### config.mk
export PLATFORM = sky130hd
export DESIGN_NAME = writeback_queue
export DESIGN_NICKNAME = d
export VERILOG_FILES = /design/src/rtl/writeback_queue.sv
export SDC_FILE = /design/constraint.sdc
export NUM_CORES = 1
export LEC_CHECK = 0
export BUFFER_PORTS_ARGS = -buffer_cell sky130_fd_sc_hd__buf_4
export CAP_MARGIN = 20
export CORE_MARGIN = 8
export CORE_UTILIZATION = 30
export DETAILED_ROUTE_END_ITERATION = 7
export SLEW_MARGIN = 20
export SYNTH_ARGS = -nofsm -noshare
export SYNTH_HDL_FRONTEND = slang
export SYNTH_SLANG_ARGS = --single-unit
### constraint.sdc
create_clock -name clk -period 2.9 [get_ports clk]
set_input_delay 0.29 -clock clk [delete_from_list [all_inputs] [get_ports clk]]
set_output_delay 0.29 -clock clk [all_outputs]
set_load 0.05 [all_outputs]
### src/rtl/writeback_queue.sv
// Ordered writeback buffer feeding the register-file write port, with RAW-hazard queries.
// Optional `WB_BYPASS_EN adds query_data_1/2 carrying the youngest matching queued result.
module writeback_queue #(
  parameter int DATA_WIDTH    = 32,
  parameter int NUM_REGISTERS = 32,
  parameter int DEPTH         = 4,
  localparam int REG_W        = $clog2(NUM_REGISTERS),
  localparam int OCC_W        = $clog2(DEPTH + 1)
) (
  input  logic                  clk,
  input  logic                  rst,
  // valid/ready: a source holds valid with stable rd/data; the result is taken on the
  // posedge where valid & ready. Ready depends only on current occupancy and alu_valid.
  input  logic                  alu_valid,
  output logic                  alu_ready,
  input  logic [REG_W-1:0]      alu_rd,
  input  logic [DATA_WIDTH-1:0] alu_data,
  input  logic                  mem_valid,
  output logic                  mem_ready,
  input  logic [REG_W-1:0]      mem_rd,
  input  logic [DATA_WIDTH-1:0] mem_data,
  output logic [REG_W-1:0]      write_register,
  output logic [DATA_WIDTH-1:0] write_data,
  input  logic [REG_W-1:0]      query_register_1,
  input  logic [REG_W-1:0]      query_register_2,
  output logic                  query_pending_1,
  output logic                  query_pending_2,
`ifdef WB_BYPASS_EN
  output logic [DATA_WIDTH-1:0] query_data_1,
  output logic [DATA_WIDTH-1:0] query_data_2,
`endif
  output logic [OCC_W-1:0]      occupancy
);

  localparam int PTR_W = $clog2(DEPTH);

  logic [REG_W-1:0]      rd_q   [DEPTH];
  logic [DATA_WIDTH-1:0] data_q [DEPTH];
  logic [PTR_W-1:0]      head;
  logic [PTR_W-1:0]      tail;
  logic [PTR_W-1:0]      mem_slot;
  logic [OCC_W-1:0]      free;
  logic                  alu_store;
  logic                  mem_store;
  logic                  pop;

  assign free      = OCC_W'(DEPTH) - occupancy;
  assign alu_ready = (free != '0);
  assign mem_ready = alu_valid ? (free >= OCC_W'(2)) : (free != '0);

  // Writes to r0 are handshaken away without taking a slot.
  assign alu_store = alu_valid && alu_ready && (alu_rd != '0);
  assign mem_store = mem_valid && mem_ready && (mem_rd != '0);
  assign mem_slot  = tail + PTR_W'(alu_store);
  assign pop       = (occupancy != '0);

  assign write_register = pop ? rd_q[head]   : '0;
  assign write_data     = pop ? data_q[head] : '0;

  logic [PTR_W-1:0]      idx;
  logic                  pend_1;
  logic                  pend_2;
  logic [DATA_WIDTH-1:0] byp_1;
  logic [DATA_WIDTH-1:0] byp_2;

  // Walk oldest to youngest so the last match found is the youngest.
  always_comb begin
    idx    = '0;
    pend_1 = 1'b0;
    pend_2 = 1'b0;
    byp_1  = '0;
    byp_2  = '0;
    for (int i = 0; i < DEPTH; i++) begin
      idx = head + PTR_W'(i);
      if (OCC_W'(i) < occupancy) begin
        if ((query_register_1 != '0) && (rd_q[idx] == query_register_1)) begin
          pend_1 = 1'b1;
          byp_1  = data_q[idx];
        end
        if ((query_register_2 != '0) && (rd_q[idx] == query_register_2)) begin
          pend_2 = 1'b1;
          byp_2  = data_q[idx];
        end
      end
    end
  end

  assign query_pending_1 = pend_1;
  assign query_pending_2 = pend_2;
`ifdef WB_BYPASS_EN
  assign query_data_1 = byp_1;
  assign query_data_2 = byp_2;
`else
  logic unused_byp;
  assign unused_byp = ^{byp_1, byp_2};
`endif

  always_ff @(posedge clk or negedge rst) begin
    if (!rst) begin
      head      <= '0;
      tail      <= '0;
      occupancy <= '0;
      for (int i = 0; i < DEPTH; i++) begin
        rd_q[i]   <= '0;
        data_q[i] <= '0;
      end
    end else begin
      if (alu_store) begin
        rd_q[tail]   <= alu_rd;
        data_q[tail] <= alu_data;
      end
      if (mem_store) begin
        rd_q[mem_slot]   <= mem_rd;
        data_q[mem_slot] <= mem_data;
      end
      head      <= head + PTR_W'(pop);
      tail      <= tail + PTR_W'(alu_store) + PTR_W'(mem_store);
      occupancy <= occupancy + OCC_W'(alu_store) + OCC_W'(mem_store) - OCC_W'(pop);
    end
  end

endmodule

======== Word level (Yosys, flattened, before mapping) ========
Cells that the tools add are included.
word-level totals
  register bits ........................... 155
  input bits .............................. 88
  output and inout port bits .............. 44
  word-level logic and storage cells ...... 118
cells by class
  add/sub/neg operators ................... 10
  $lt $le $gt $ge ......................... 13
  equality and inequality tests ........... 8
  muxes and demuxes ....................... 50
  bitwise logic cells ..................... 6
  reductions and logical operators ........ 20
operators by type and width
  cell                                                                                 number
  128-bit bitwise mux                                                                  2
  128-bit two-way mux                                                                  2
  32-bit two-way mux                                                                   5
  32-bit demux with 2-bit select                                                       2
  32-bit binary-select mux with 2-bit select                                           1
  5-bit two-way mux                                                                    11
  5-bit binary-select mux with 2-bit select                                            4
  20-bit bitwise mux                                                                   2
  5-bit equality test                                                                  8
  20-bit two-way mux                                                                   2
  5-bit demux with 2-bit select                                                        2
  5-bit nonzero test                                                                   4
  3-bit greater-or-equal comparator, second input constant                             6
  2-bit inverter with 3-bit output                                                     6
  1-bit two-way mux                                                                    17
  1-bit logical AND                                                                    14
  2-bit by 1-bit adder with 2-bit output                                               3
  3-bit by 1-bit adder with 3-bit output                                               2
  1-bit by 3-bit < comparator with 1-bit output, first input constant                  2
  2-bit by 3-bit < comparator with 1-bit output, first input constant                  2
  3-bit by 1-bit < comparator with 1-bit output, second input constant                 2
  3-bit nonzero test                                                                   2
  2-bit adder, second input constant                                                   2
  3-bit by 2-bit greater-or-equal comparator with 1-bit output, second input constant  1
  3 further kinds                                                                      3

======== Depth between registers and ports, before layout ========
Gate-level depths: netlist of the first run.
  depth in word-level cells ............... 14
  gate-level depth with buffers ........... 13
  gate-level depth less buffers ........... 11

======== Worst setup path after synthesis of the first run ========
Ideal clock, no wire load.
  path kind ............................... flip-flop to flip-flop
  start point ............................. register occupancy[0]
  end point ............................... register rd_q[12] (netlist bit)
  library setup time ...................... 0.136 ns
  data arrival time ....................... 3.513 ns
  required time ........................... 2.764 ns
  path slack .............................. -0.749 ns
  stages on the path, launching flop included .. 11
  path buffers ............................ 2
  clock period less this slack ............ 3.649 ns
  cell sequence ........................... dfrtp_1 -> inv_1 -> ha_1 -> ha_1 -> nor3b_1 -> mux2i_1 -> o311a_1 -> and3_1 -> clkbuf_1 -> clkbuf_1 -> o21ai_0
on the way
  elaborated cells on any way between the ends .. 18
  those cells by class .................... add/sub: 2; order compare: 3; mux: 6; bitwise: 1; reduce/logical: 6
RTL lines
  what                                                                                                line  RTL
  from (decl)                                                                                         32    output logic [OCC_W-1:0] occupancy
  from (signal assigned)                                                                              118   occupancy <= occupancy + OCC_W'(alu_store) + OCC_W'(mem_store) - OCC_W'(pop);
  3-bit subtractor *                                                                                  47    assign free = OCC_W'(DEPTH) - occupancy;
  3-bit by 2-bit greater-or-equal comparator with 1-bit output or 3-bit nonzero test (tied branches)  49    assign mem_ready = alu_valid ? (free >= OCC_W'(2)) : (free != '0);
  1-bit two-way mux *                                                                                 49
  via mem_ready                                                                                       19    output logic mem_ready,
  1-bit logical AND * (2 in series)                                                                   53    assign mem_store = mem_valid && mem_ready && (mem_rd != '0);
  20-bit two-way mux *                                                                                112   if (mem_store) begin
  to (signal, indexed assignment)                                                                     109   rd_q[tail] <= alu_rd;
  to (signal, indexed assignment)                                                                     113   rd_q[mem_slot] <= mem_rd;
  to (decl)                                                                                           37    logic [REG_W-1:0] rd_q [DEPTH];
The timed path passes the listed nets; every way through them passes the cells marked *.

======== Worst setup path after layout of the first run ========
  start point ............................. register head[1]
  end point ............................... output query_pending_2
on the way
  longest elaborated chain between the ends .. 14
  elaborated cells on any way between the ends .. 35
  those cells by class .................... add/sub: 3; eq/ne: 4; mux: 20; bitwise: 4; reduce/logical: 4
ends and longest elaborated chain
  what                                                                             line  RTL
  from (decl)                                                                      39    logic [PTR_W-1:0] head;
  from (signal assigned)                                                           116   head <= head + PTR_W'(pop);
  branches (longest 13 deep; another with 2-bit by 1-bit adder with 2-bit output)  n/a
  1-bit two-way mux *                                                              75    if (OCC_W'(i) < occupancy) begin
  to (decl)                                                                        27    output logic query_pending_2,
Every way passes the cells marked *. The select of a mux whose other input is x is not followed.

==> results of run 1 <==
-- timing repair --
item / in CTS / in global routing
hold buffers: 1 / 0
cloned: 0 / 1
gates resized for setup: 16 / 20
hold endpoints to repair: 68 / 0
pin swaps: 2 / 9
setup buffers: 6 / 4
setup endpoints to repair: 2 / 78
-- through the flow --
step / setup TNS, ns / power, mW / hold WS (ns) / cell area [um2]
4_1_cts: -0.194 / 16.7 / 0.0711 / 11800
3_3_place_gp: 0 / 14.0 / 0.356 / 11100
6_report: -0.112 / 16.8 / 0.0885 / 11900
5_1_grt: -0.325 / 17.9 / 0.0866 / 11900
2_1_floorplan: -1.41 / 11.4 / -0.00559 / 9650
3_5_place_dp: 0 / 14.2 / 0.368 / 11100
-- cell type report --
type	instances	area, um2
Timing Repair Buffer	173	1500
Inverter	10	37.5
Fill cell	3110	19600
Tap cell	402	503
Clock inverter	12	138
Sequential cell	155	3890
Clock buffer	20	467
Multi-Input combinational cell	669	5410
-- cells in the mapped netlist (all sizes together) (4+ instances only) --
library cell  instances  area (um2)
clkbuf               40         150
and2                 34         213
inv                   9        33.8
nand2               158         601
nor2                  6        22.5
o21ai               153         769
dfrtp               155        3880
buf                  33         305
mux2i               166        1670
xnor2                33         289
xor2                 18         158
mux4                 46        1040
or3                   4        25.0
ha                   10         125
nor3                  5        25.0
-- worst register-to-register path: stages (launching register included) --
cell,delay [ns]
dfrtp_2,0.41
inv_1,0.11
ha_1,0.24
ha_1,0.24
nor2b_1,0.17
o21ai_2,0.14
ha_1,0.31
inv_1,0.05
fa_1,0.39
fa_1,0.41
xnor2_1,0.13
-- metal layers --
| layer | wire (um) | vias to the layer above | share of wire, % | track usage (%) |
|---|---|---|---|---|
| met3 | 1520 | 23 | 5.5 | 3.51 |
| met2 | 13000 | 195 | 47 | 22.6 |
| met4 | 333 | 0 | 1.2 | 3.65 |
| met1 | 12900 | 3564 | 47 | 19.4 |
| met5 | 0 | - | 0 | 0 |
| li1 | - | 3444 | - | - |
-- state kept, by name, summed over array words and instances (netlist names) --
register and cells:
data_q 128, head 2, tail 2, occupancy 3, rd_q 20
-- cell families after synthesis --
logic type	after synthesis
compound gates	164
xor+xnor	51
fa+ha+maj	12
buf+inv	83
flops	155
mux	214
simple gates	228
-- power breakdown --
group	leakage (nW)	total [mW]	internal [mW]	switching, mW
Combinational	3.26	10.5	4.44	6.03
Sequential	1.89	4.08	3.31	0.769
Clock	0.293	2.29	1.35	0.940
Total	5.44	16.8	9.10	7.74
-- worst paths after layout --
path	startpoint	to	cells past startpoint
max reg2reg	occupancy[0]$_DFF_PN0_	occupancy[2]$_DFF_PN0_	10
min in group asynchronous	rst	data_q[51]$_DFF_PN0_	2
min reg2reg	data_q[20]$_DFF_PN0_	data_q[20]$_DFF_PN0_	2
max	head[1]$_DFF_PN0_	query_pending_2	9
max in group asynchronous	rst	data_q[65]$_DFF_PN0_	3
min	mem_data[29]	data_q[125]$_DFF_PN0_	3
==> results.toml, run 1 <==
[outcome]
status = "complete, but fails checks"
violations = "setup timing"

[grt]
grt_pass1_wl_um = 43500
overflow = 0
track_usage_pct = 14.3
antenna_found_initial = 1
grt_max_degree = 72
grt_pass1_vias = 7516

[placed_design]
dp_cells = 1397
pre_cts_ws_ns = 0.140
dpl.hpwl_um = 18500
gp_congestion = 0.903
io_buffer_count = 131

[power_and_ir_drop]
p_per_area_nw_per_um2 = 1410
power.static_leakage_nw = 5.44
peakVddDrop_v = 0.000666

[cts]
clkLatencyLatePin_ns = 0.43
clockBufferDepth = 2
htreeDepth = 4
cts_buffers = 17
cts-root-buf = "clkbuf_16"
cts_tree = "yes"
cts.sinks = 155
path_clk_slew_ns = 0.07

[setup_path]
worst-setup-path-type = "register to output pin"
end_kind = "output pin"
startpoint_type = "register"
cp_max_fo = 5
worstPathRequired_ns = 2.61
crit_slowest_cell = "dfrtp_4"
cp_num_buf_inv = 3
rrSetupSlack_ns = 0.18
cpPeakStageDelay_ns = 0.51
cp_top_family = "compound AO/OA/AOI/OAI gates"
arrival_ns = 2.69
crit_chain = "buf_6, buf_6, mux2i_4, xnor2_2, or3_4, a2111oi_4, a41oi_2, o21ai_2, buf_6"
crit_top_cell = "buf_6"

[layout]
instances_no_fill = 1441
final_nets = 1126
finish.utilization_pct = 37.9
area_growth_syn_to_layout_pct = 24.2
antenna_cells = 0
final_cell_mix = "mux2i_1, nand2_1, dfrtp_1, buf_4, o21ai_0"
drive_above_1_share_pct = 27.8

[yosys]
synth_sequential_area_ratio_pct = 40.3
ys.warnings.count = 0
synth-edff-count = 0
synthAdderAreaFrac_pct = 1.72
synth_top_family_by_area = "multiplexers"
synth_xor_area_share_pct = 4.64
synth_cell_types = 49
muxShareOfSynthArea_pct = 28.5
post_synth.cell_area_avg_um2 = 10.6
ys.flop_type = "dfrtp_1"
synthSimpleGateAreaFrac_pct = 10.8
syn_area_um2 = 9620
async_flop_share_pct = 100
synth-seq-cells = 155
syn_nets = 1007
synth_compound_area_share_pct = 8.94
netlist_instances = 907

[drt]
finalWirelength_um = 27800
route.detailed.drc = 0
antenna_left = 0
first_pass_iters = 4
detailroute.via_count = 7226
avgViaCountPerCell = 5.01
drt_first_iter_violations = 469
wire_per_inst_um = 19.3

[sta]
period_needed_ns = 2.98
tightest_slew_ns = 0.696
fmax_mhz = 336
fin_crit_sh_pct = 103
setup_violations = 2
fin_skew_ns = 0.0170
slew_viol_final = 0
relSlewSlack_pct = 53.6
rsz0062_at_grt = "true"
fin_ws_ns = -0.0789
hold_viol_final = 0

[floorplanning]
pin_count = 132
initial_utilization_pct = 30.5
die_y_um = 195
die_area_um2 = 38000
rows = 65
fp.dieW_um = 195
core_um2 = 31600

[job]
drv_cap = 0

[hold_path]
hold_class = "input port to register"
Power figures use the tool's default switching activity.
==> inputs of run 2 (changes only) <==
--- a/config.mk
+++ b/config.mk
@@ -10,6 +10,7 @@
 export CORE_MARGIN = 8
 export CORE_UTILIZATION = 30
 export DETAILED_ROUTE_END_ITERATION = 7
+export PLACE_DENSITY_LB_ADDON = 0.25
 export SLEW_MARGIN = 20
 export SYNTH_ARGS = -nofsm -noshare
 export SYNTH_HDL_FRONTEND = slang
==> results.toml, run 2 (synthesis results as in run 1) <==
[outcome]
status = "complete, but fails checks"
violations = "setup timing"

[placed_design]
gp_congestion = 0.856
io_buffer_count = 131
placed_area_um2 = 11100
dpl.hpwl_um = 18500

[grt]
track_usage_pct = 15.1
overflow = 0
grt_max_degree = 68
grt_pass1_vias = 7803
antenna_found_initial = 0
grt_pass1_wl_um = 45500

[layout]
final_common_cell = "mux2i_1"
top_register = "data_q"
final_nets = 1123
largestRegisters = "data_q x128, rd_q x20, occupancy x3"
antenna_cells = 0
largest_reg_flops = 128
fin_area_um2 = 11900
finish.utilization_pct = 37.8
area_growth_syn_to_layout_pct = 24.2
final_cell_mix = "mux2i_1, nand2_1, dfrtp_1"
drive_above_1_share_pct = 27.1

[cts]
clockBufferDepth = 2
cts_tree = "yes"
htreeDepth = 4
cts-root-buf = "clkbuf_16"
clkLatencyLatePin_ns = 0.43
path_clk_slew_ns = 0.08
cts_buffers = 17
cts.sinks = 155

[floorplanning]
fp.dieW_um = 195
die_area_um2 = 38000
core_um2 = 31600
die_y_um = 195
initial_utilization_pct = 30.5
rows = 65
pin_count = 132

[drt]
topRoutingLayerUsed = "met4"
met1_length_um = 13200
dr_wl_met3_um = 1370
antenna_left = 0
wire_per_inst_um = 19.7
first_pass_iters = 5
detailroute.via_count = 7260
wl_met2_um = 13300
route.detailed.drc = 0
finalWirelength_um = 28300
avgViaCountPerCell = 5.05
drt_first_iter_violations = 369

[power_and_ir_drop]
power.static_leakage_nw = 5.45
peakVddDrop_v = 0.000611
p_per_area_nw_per_um2 = 1420

[sta]
hold_viol_final = 0
fin_skew_ns = 0.0148
relSlewSlack_pct = 54.5
period_needed_ns = 2.99
fin_hold_ws_ns = 0.0877
rsz0062_at_grt = "true"
setup_violations = 2
fmax_mhz = 334
fin_ws_ns = -0.0939
fin_crit_sh_pct = 103
slew_viol_final = 0
tightest_slew_ns = 0.683

[setup_path]
worst-setup-path-type = "register to output pin"
cpPeakStageDelay_ns = 0.51
cp_top_family = "compound AO/OA/AOI/OAI gates"
arrival_ns = 2.70
crit_slowest_cell = "dfrtp_4"
cp_max_fo = 8
end_kind = "output pin"
crit_chain = "buf_8, mux2i_4, xnor2_2, or3_4, a2111oi_4, a41oi_2, o21ai_2, buf_6"
startpoint_type = "register"
cp_num_buf_inv = 2
worstSetupPathDepth = 8
worstPathRequired_ns = 2.61
rr_worst_depth = 9

[hold_path]
hold_class = "input port to register"
hold_depth = 3

[job]
drv_cap = 0
[run 2: area by class of cell]
cell class	count	area (um2)
fill	3121	19600
multi-input combinational	669	5410
sequential	155	3890
timing repair buffer	170	1490
tap	402	503
clock buffer	17	425
clock inverter	15	190
inverter	10	37.5
[run 2: timing repair]
item	CTS	global route
setup endpoints to repair	7	59
endpoints found under the hold margin	65	0
pin swaps	2	3
hold buffers	1	0
buffers inserted	9	1
gates resized for setup	13	18
[run 2: tightest hold or removal path, delay by kind of cell]
kind | cells | cell delay [ns]
AND/OR/NAND/NOR | 1 | 0.04
AO/OA/AOI/OAI | 1 | 0.05
buffers and inverters | 1 | 0.10
[run 2: metrics by stage]
stage          instances  TNS (ns)  worst slack (ns)  total power [mW]
5_1_grt             1438    -0.321            -0.193              18.1
3_3_place_gp        1395         0             0.164              14.1
3_5_place_dp        1395         0             0.108              14.2
4_1_cts             1437   -0.0839           -0.0489              16.9
2_1_floorplan        907     -1.41           -0.0440              11.4
6_report            1438    -0.148           -0.0939              16.9
[run 2: per-layer routing]
| metal | vias up | GRT usage (%) |
|---|---|---|
| met5 | - | 0 |
| met4 | 0 | 4.77 |
| met3 | 35 | 2.96 |
| met2 | 211 | 23.9 |
| met1 | 3574 | 20.6 |
| li1 | 3440 | - |
[run 2: final timing paths]
| path | from | endpoint | slack [ns] |
|---|---|---|---|
| worst max register to register | occupancy[0]$_DFF_PN0_ | occupancy[2]$_DFF_PN0_ | 0.17 |
| max in group asynchronous | rst | data_q[67]$_DFF_PN0_ | 1.78 |
| worst max-delay path | head[1]$_DFF_PN0_ | query_pending_2 | -0.09 |
| worst min register to register | data_q[53]$_DFF_PN0_ | data_q[53]$_DFF_PN0_ | 0.55 |
| min in group asynchronous | rst | data_q[17]$_DFF_PN0_ | 0.41 |
| worst min-delay path | mem_data[7] | data_q[71]$_DFF_PN0_ | 0.09 |
[run 2: power breakdown]
part           switching (mW)  internal, mW
registers               0.771          3.30
logic                    6.02          4.44
clock network            1.05          1.32
